File: src/rtl/hash_stream_out.sv
// Egress stage for the hash generator: buffers 128-bit hashes in a FIFO and
// emits each one MSW-first as a packet of OUT_W-bit beats over valid/ready.
//
// state | meaning
// IDLE  | serializer empty, waiting for a buffered hash
// SEND  | presenting beats of the hash held in the shift register
module hash_stream_out #(
   parameter int DEPTH = 8,
   parameter int OUT_W = 32
) (
   input  logic                   clk,
   input  logic                   rst,
   input  logic                   i_valid,
   input  logic [127:0]           i_hash,
   output logic                   o_valid,
   output logic [OUT_W-1:0]       o_data,
   output logic                   o_last,
   input  logic                   i_ready,
   output logic [$clog2(DEPTH):0] o_level,
   output logic                   o_full,
   output logic [15:0]            o_drop_cnt
);

   localparam int BEATS = 128 / OUT_W;
   localparam int AW    = $clog2(DEPTH);
   localparam int BW    = (BEATS > 1) ? $clog2(BEATS) : 1;
   localparam logic [BW-1:0] LAST_BEAT = BW'(BEATS - 1);
   localparam logic [AW:0]   FULL_LVL  = (AW+1)'(DEPTH);

   typedef enum logic {IDLE, SEND} state_t;

   state_t         state_q, state_d;
   logic [127:0]   shift_q, shift_d;
   logic [BW-1:0]  beat_q, beat_d;
   logic [127:0]   mem [DEPTH];
   logic [AW-1:0]  wr_ptr_q, rd_ptr_q;
   logic [AW:0]    level_d;
   logic           wr_en, pop, handshake, at_last, fifo_nempty;

   // Fullness uses the registered level only, so a same-cycle pop never rescues a write.
   assign fifo_nempty = (o_level != '0);
   assign wr_en       = i_valid && !o_full;
   assign handshake   = o_valid && i_ready;
   assign at_last     = (beat_q == LAST_BEAT);

   assign o_valid = (state_q == SEND);
   assign o_data  = shift_q[127 -: OUT_W];
   assign o_last  = o_valid && at_last;

   always_comb begin
      state_d = state_q;
      shift_d = shift_q;
      beat_d  = beat_q;
      pop     = 1'b0;
      case (state_q)
         IDLE: begin
            if (fifo_nempty) begin
               pop     = 1'b1;
               shift_d = mem[rd_ptr_q];
               beat_d  = '0;
               state_d = SEND;
            end
         end
         SEND: begin
            if (handshake) begin
               if (!at_last) begin
                  shift_d = shift_q << OUT_W;
                  beat_d  = beat_q + 1'b1;
               end else if (fifo_nempty) begin
                  // reload straight from the FIFO so packets stream without a bubble
                  pop     = 1'b1;
                  shift_d = mem[rd_ptr_q];
                  beat_d  = '0;
               end else begin
                  state_d = IDLE;
               end
            end
         end
      endcase
   end

   always_comb begin
      level_d = o_level;
      if (wr_en && !pop)
         level_d = o_level + 1'b1;
      else if (!wr_en && pop)
         level_d = o_level - 1'b1;
   end

   always_ff @(posedge clk) begin
      if (!rst) begin
         state_q    <= IDLE;
         shift_q    <= '0;
         beat_q     <= '0;
         wr_ptr_q   <= '0;
         rd_ptr_q   <= '0;
         o_level    <= '0;
         o_full     <= 1'b0;
         o_drop_cnt <= '0;
      end else begin
         state_q <= state_d;
         shift_q <= shift_d;
         beat_q  <= beat_d;
         o_level <= level_d;
         o_full  <= (level_d == FULL_LVL);
         if (wr_en)
            wr_ptr_q <= wr_ptr_q + 1'b1;
         if (pop)
            rd_ptr_q <= rd_ptr_q + 1'b1;
         if (i_valid && o_full && (o_drop_cnt != 16'hFFFF))
            o_drop_cnt <= o_drop_cnt + 16'd1;
      end
   end

   always_ff @(posedge clk) begin
      if (wr_en)
         mem[wr_ptr_q] <= i_hash;
   end

endmodule

File: config.mk
export PLATFORM = sky130hd
export DESIGN_NAME = hash_stream_out
export DESIGN_NICKNAME = d
export VERILOG_FILES = /design/src/rtl/hash_stream_out.sv
export SDC_FILE = /design/constraint.sdc
export NUM_CORES = 1
export LEC_CHECK = 0
export ABC_AREA = 1
export BUFFER_PORTS_ARGS = -buffer_cell sky130_fd_sc_hd__buf_2
export CAP_MARGIN = 20
export CORE_AREA = 3 3 282 284
export DETAILED_ROUTE_END_ITERATION = 16
export DIE_AREA = 0 0 285 287
export PLACE_DENSITY = 0.75
export SKIP_CTS_REPAIR_TIMING = 1
export SYNTH_ARGS = -nofsm -noshare
export SYNTH_HDL_FRONTEND = slang
export SYNTH_SLANG_ARGS = --single-unit
File: constraint.sdc
create_clock -name clk -period 11.6 [get_ports clk]
set_input_delay 2.32 -clock clk [delete_from_list [all_inputs] [get_ports clk]]
set_output_delay 2.32 -clock clk [all_outputs]
set_load 0.03 [all_outputs]
==> summary.txt <==
Status
  • Outcome: complete, no violations

Clock tree
  • Worst skew pair latency: 0.67 ns
  • CTS max path bufs: 3
  • CTS tree: done
  • Root buf cell: clkbuf_16
  • CTS sink count: 1185
  • CTS clock-pin slew for the worst setup and hold paths: 0.06 ns
  • TritonCTS Buffers: 113
  • Htree depth: 3

Synth
  • Yosys top cell by area: edfxtp_1
  • Top-count cell post-synth: edfxtp_1
  • Ranking of synthesized cells by area: edfxtp_1 66%, dfxtp_1 7.0%, nor2_1 5.8%, o21ai_0 4.9%, o211ai_1 3.6%
  • #FFs+latches synth: 1185
  • Area share of the largest cell type after synthesis: 0.665
  • Syn_nets: 3850
  • Seq/Total Area, Yosys: 0.734
  • Syn. warnings: 0
  • Synth Instances: 3712
  • Post-synthesis area per instance: 12.5 um^2
  • Post-synth top cells: 1024 x edfxtp_1, 718 x nor2_1, 449 x o21ai_0
  • Post-synth top flop: edfxtp_1
  • Post-synth cell types: 31
  • Number of synthesized flops with an enable pin: 1024
  • Ys async rst share: 0
  • Netlist Area Pre-Place: 46300 um^2

Timing
  • Max Clock Freq: 191 MHz
  • Final period util: 0.451
  • Final Slew Violations: 0
  • Min Tclk post-route: roughly 5.2 ns
  • Least-Margin Pin Slew: 1.12 ns
  • Final-report setup violation count: 0
  • RSZ-0062 raised after global routing: false
  • Setup TNS Final: 0 ns
  • Endpoints failing hold: 0
  • Relative slew slack: 0.251
  • Clk_skew: ~0.022 ns

Finish
  • Area growth from synthesis to layout: 10.7%
  • Nets@finish: slightly below 4000
  • Layout Utilization: 0.662
  • Final Instance Count excl. Fillers: 4922
  • Share of cells above drive strength 1: 0.106

Setup path
  • CP arrival: 5.51 ns
  • CP Launch Type: input pin
  • Critical Path End Type: flop
  • Worst reg-to-reg path cell count: 8
  • FF-to-FF setup slack: around 7.8 ns
  • Worst EP required: 11.88 ns
  • Worst R2R End: mem[7][68]$_DFFE_PP_
  • RR Startpoint: o_full$_SDFF_PN0_
  • Worst Setup Path Type: input pin to flop
  • Critical Path Fanout Max: 51

Floorplan
  • # rows: 102
  • Die height: about 290 um
  • Die area: 81800 um^2
  • IO Pins: 187
  • Die width: 285 um
  • Initial Util: 0.598
  • Core area: 77300 um^2

Place
  • Gp weighted congestion: 0.861
  • HPWL Detailed: 61700 um
  • PortBufs: 186
  • Cells after DPL: 4692

Pwr
  • Leak Pwr: between 15 and 20 nW
  • PwrDens: 219 nW/um^2
  • Worst vdd ir: about 0.2 mV

Routing
  • Final WL: 114000 um
  • Via count: approximately 30000
  • Routed Antenna Nets: 0
  • DR WL/cell: 23.2 um
  • Via density: 6.10
  • TritonRoute pass-1 iters: 5
  • Post-route DRC violation count: 0
  • First DRT Iteration DRCs: 3701

GRT
  • First-pass GRT wire length: between 150000 and 200000 um
  • Initial antenna violation count: 21
  • Largest net degree at the start of global routing: 222
  • Total GRT Usage: 0.276
  • Remaining global-route overflow: 0
  • Vias in the first global route: ~28000

Worst hold path
  • Hold EP: shift_q[7]$_SDFFE_PN0P_
  • Worst hold path class: flop to flop
  • HP Start: shift_q[7]$_SDFFE_PN0P_
  • Hold path depth: 2

Job
  • Max-Cap Viols: 0
==> layout make-up <==
class	instances	area, um^2
fillers	5427	26100
repair buffers	227	1310
well taps	1040	1300
clock buffers	172	3290
flip-flops and latches	1185	34000
multi-input cells	2185	10700
inverters	56	233
diodes	14	35.0
clock inverters	43	408
==> report_power, final <==
group | leakage, nW | switching [mW] | internal [mW] | total [mW]
Combinational | 4.56 | 1.65 | 0.627 | 2.28
Clock | 1.81 | 1.53 | 2.09 | 3.62
Sequential | 10.6 | 0.328 | 4.99 | 5.32
Total | 17.0 | 3.51 | 7.71 | 11.2
==> worst max-delay path, cell delays in order <==
cell and delay, ns:
buf_2 0.09, inv_1 0.03, nor2_1 0.31, inv_1 0.20
nor2_1 0.14, inv_1 0.17, nor2_4 0.54, buf_4 0.49
buf_16 0.31, buf_4 0.75
==> cells by family after synthesis <==
| kind of cell | share of synthesized area |
|---|---|
| adders and majority gates | 0.00162 |
| AOI/OAI and AO/OA | 0.118 |
| buffers and inverters | 0.0370 |
| and+or+nand+nor | 0.108 |
| DFF | 0.734 |
| xor gates and xnor gates | 0.00189 |
==> how the worst max path moves through the flow <==
stage / start / to / slack, ns / cells after the start
floorplan: i_valid / mem[1][0]$_DFFE_PP_ / 2.77 / 6
finish: i_valid / mem[7][68]$_DFFE_PP_ / 6.37 / 10
global route: i_valid / mem[7][85]$_DFFE_PP_ / 6.16 / 10
detailed placement: i_valid / mem[7][80]$_DFFE_PP_ / 5.44 / 9
global placement: i_valid / mem[7][84]$_DFFE_PP_ / 5.49 / 9
CTS: i_valid / mem[7][68]$_DFFE_PP_ / 6.15 / 9
==> registers in the layout (all words and copies together) (netlist names), named ones only <==
register / flops
o_valid: 1
o_full: 1
wr_ptr_q: 3
shift_q: 128
rd_ptr_q: 3
beat_q: 2
o_drop_cnt: 16
mem: 1024
o_level: 4
==> through the flow <==
step	hold WS (ns)	setup WS [ns]	power (mW)	area [um^2]
after floorplan	0.433	2.77	6.95	46300
after global placement	0.445	5.49	7.59	47500
after detailed placement	0.456	5.44	7.64	47500
after CTS	0.472	6.15	11.2	51200
after global routing	0.488	6.16	11.7	51200
final	0.468	6.37	11.2	51200
==> cells in the final DEF, fill, tap and decap left out, types with 16 or more instances in the layout <==
cell type | synthesis | routed
edfxtp_1 | 1024 | 1024
nor2_1 | 718 | 709
o21ai_0 | 449 | 449
nand2_1 | 253 | 253
nand3_1 | 244 | 244
o211ai_1 | 224 | 224
buf_2 | 62 | 186
dfxtp_1 | 161 | 158
a21oi_1 | 147 | 147
clkbuf_16 | 0 | 117
a22oi_1 | 80 | 80
inv_1 | 49 | 49
clkbuf_1 | 117 | 39
buf_4 | 71 | 36
o21ai_1 | 33 | 33
clkbuf_8 | 0 | 16
clkinv_2 | 0 | 16
==> per-layer routing <==
layer	GRT usage	share of wire	vias to the layer above
li1	-	-	13600
met1	0.389	0.40	14600
met2	0.442	0.48	1521
met3	0.0415	0.091	224
met4	0.0999	0.029	6
met5	0	0.00032	-
(Power assumes the default switching activity.)
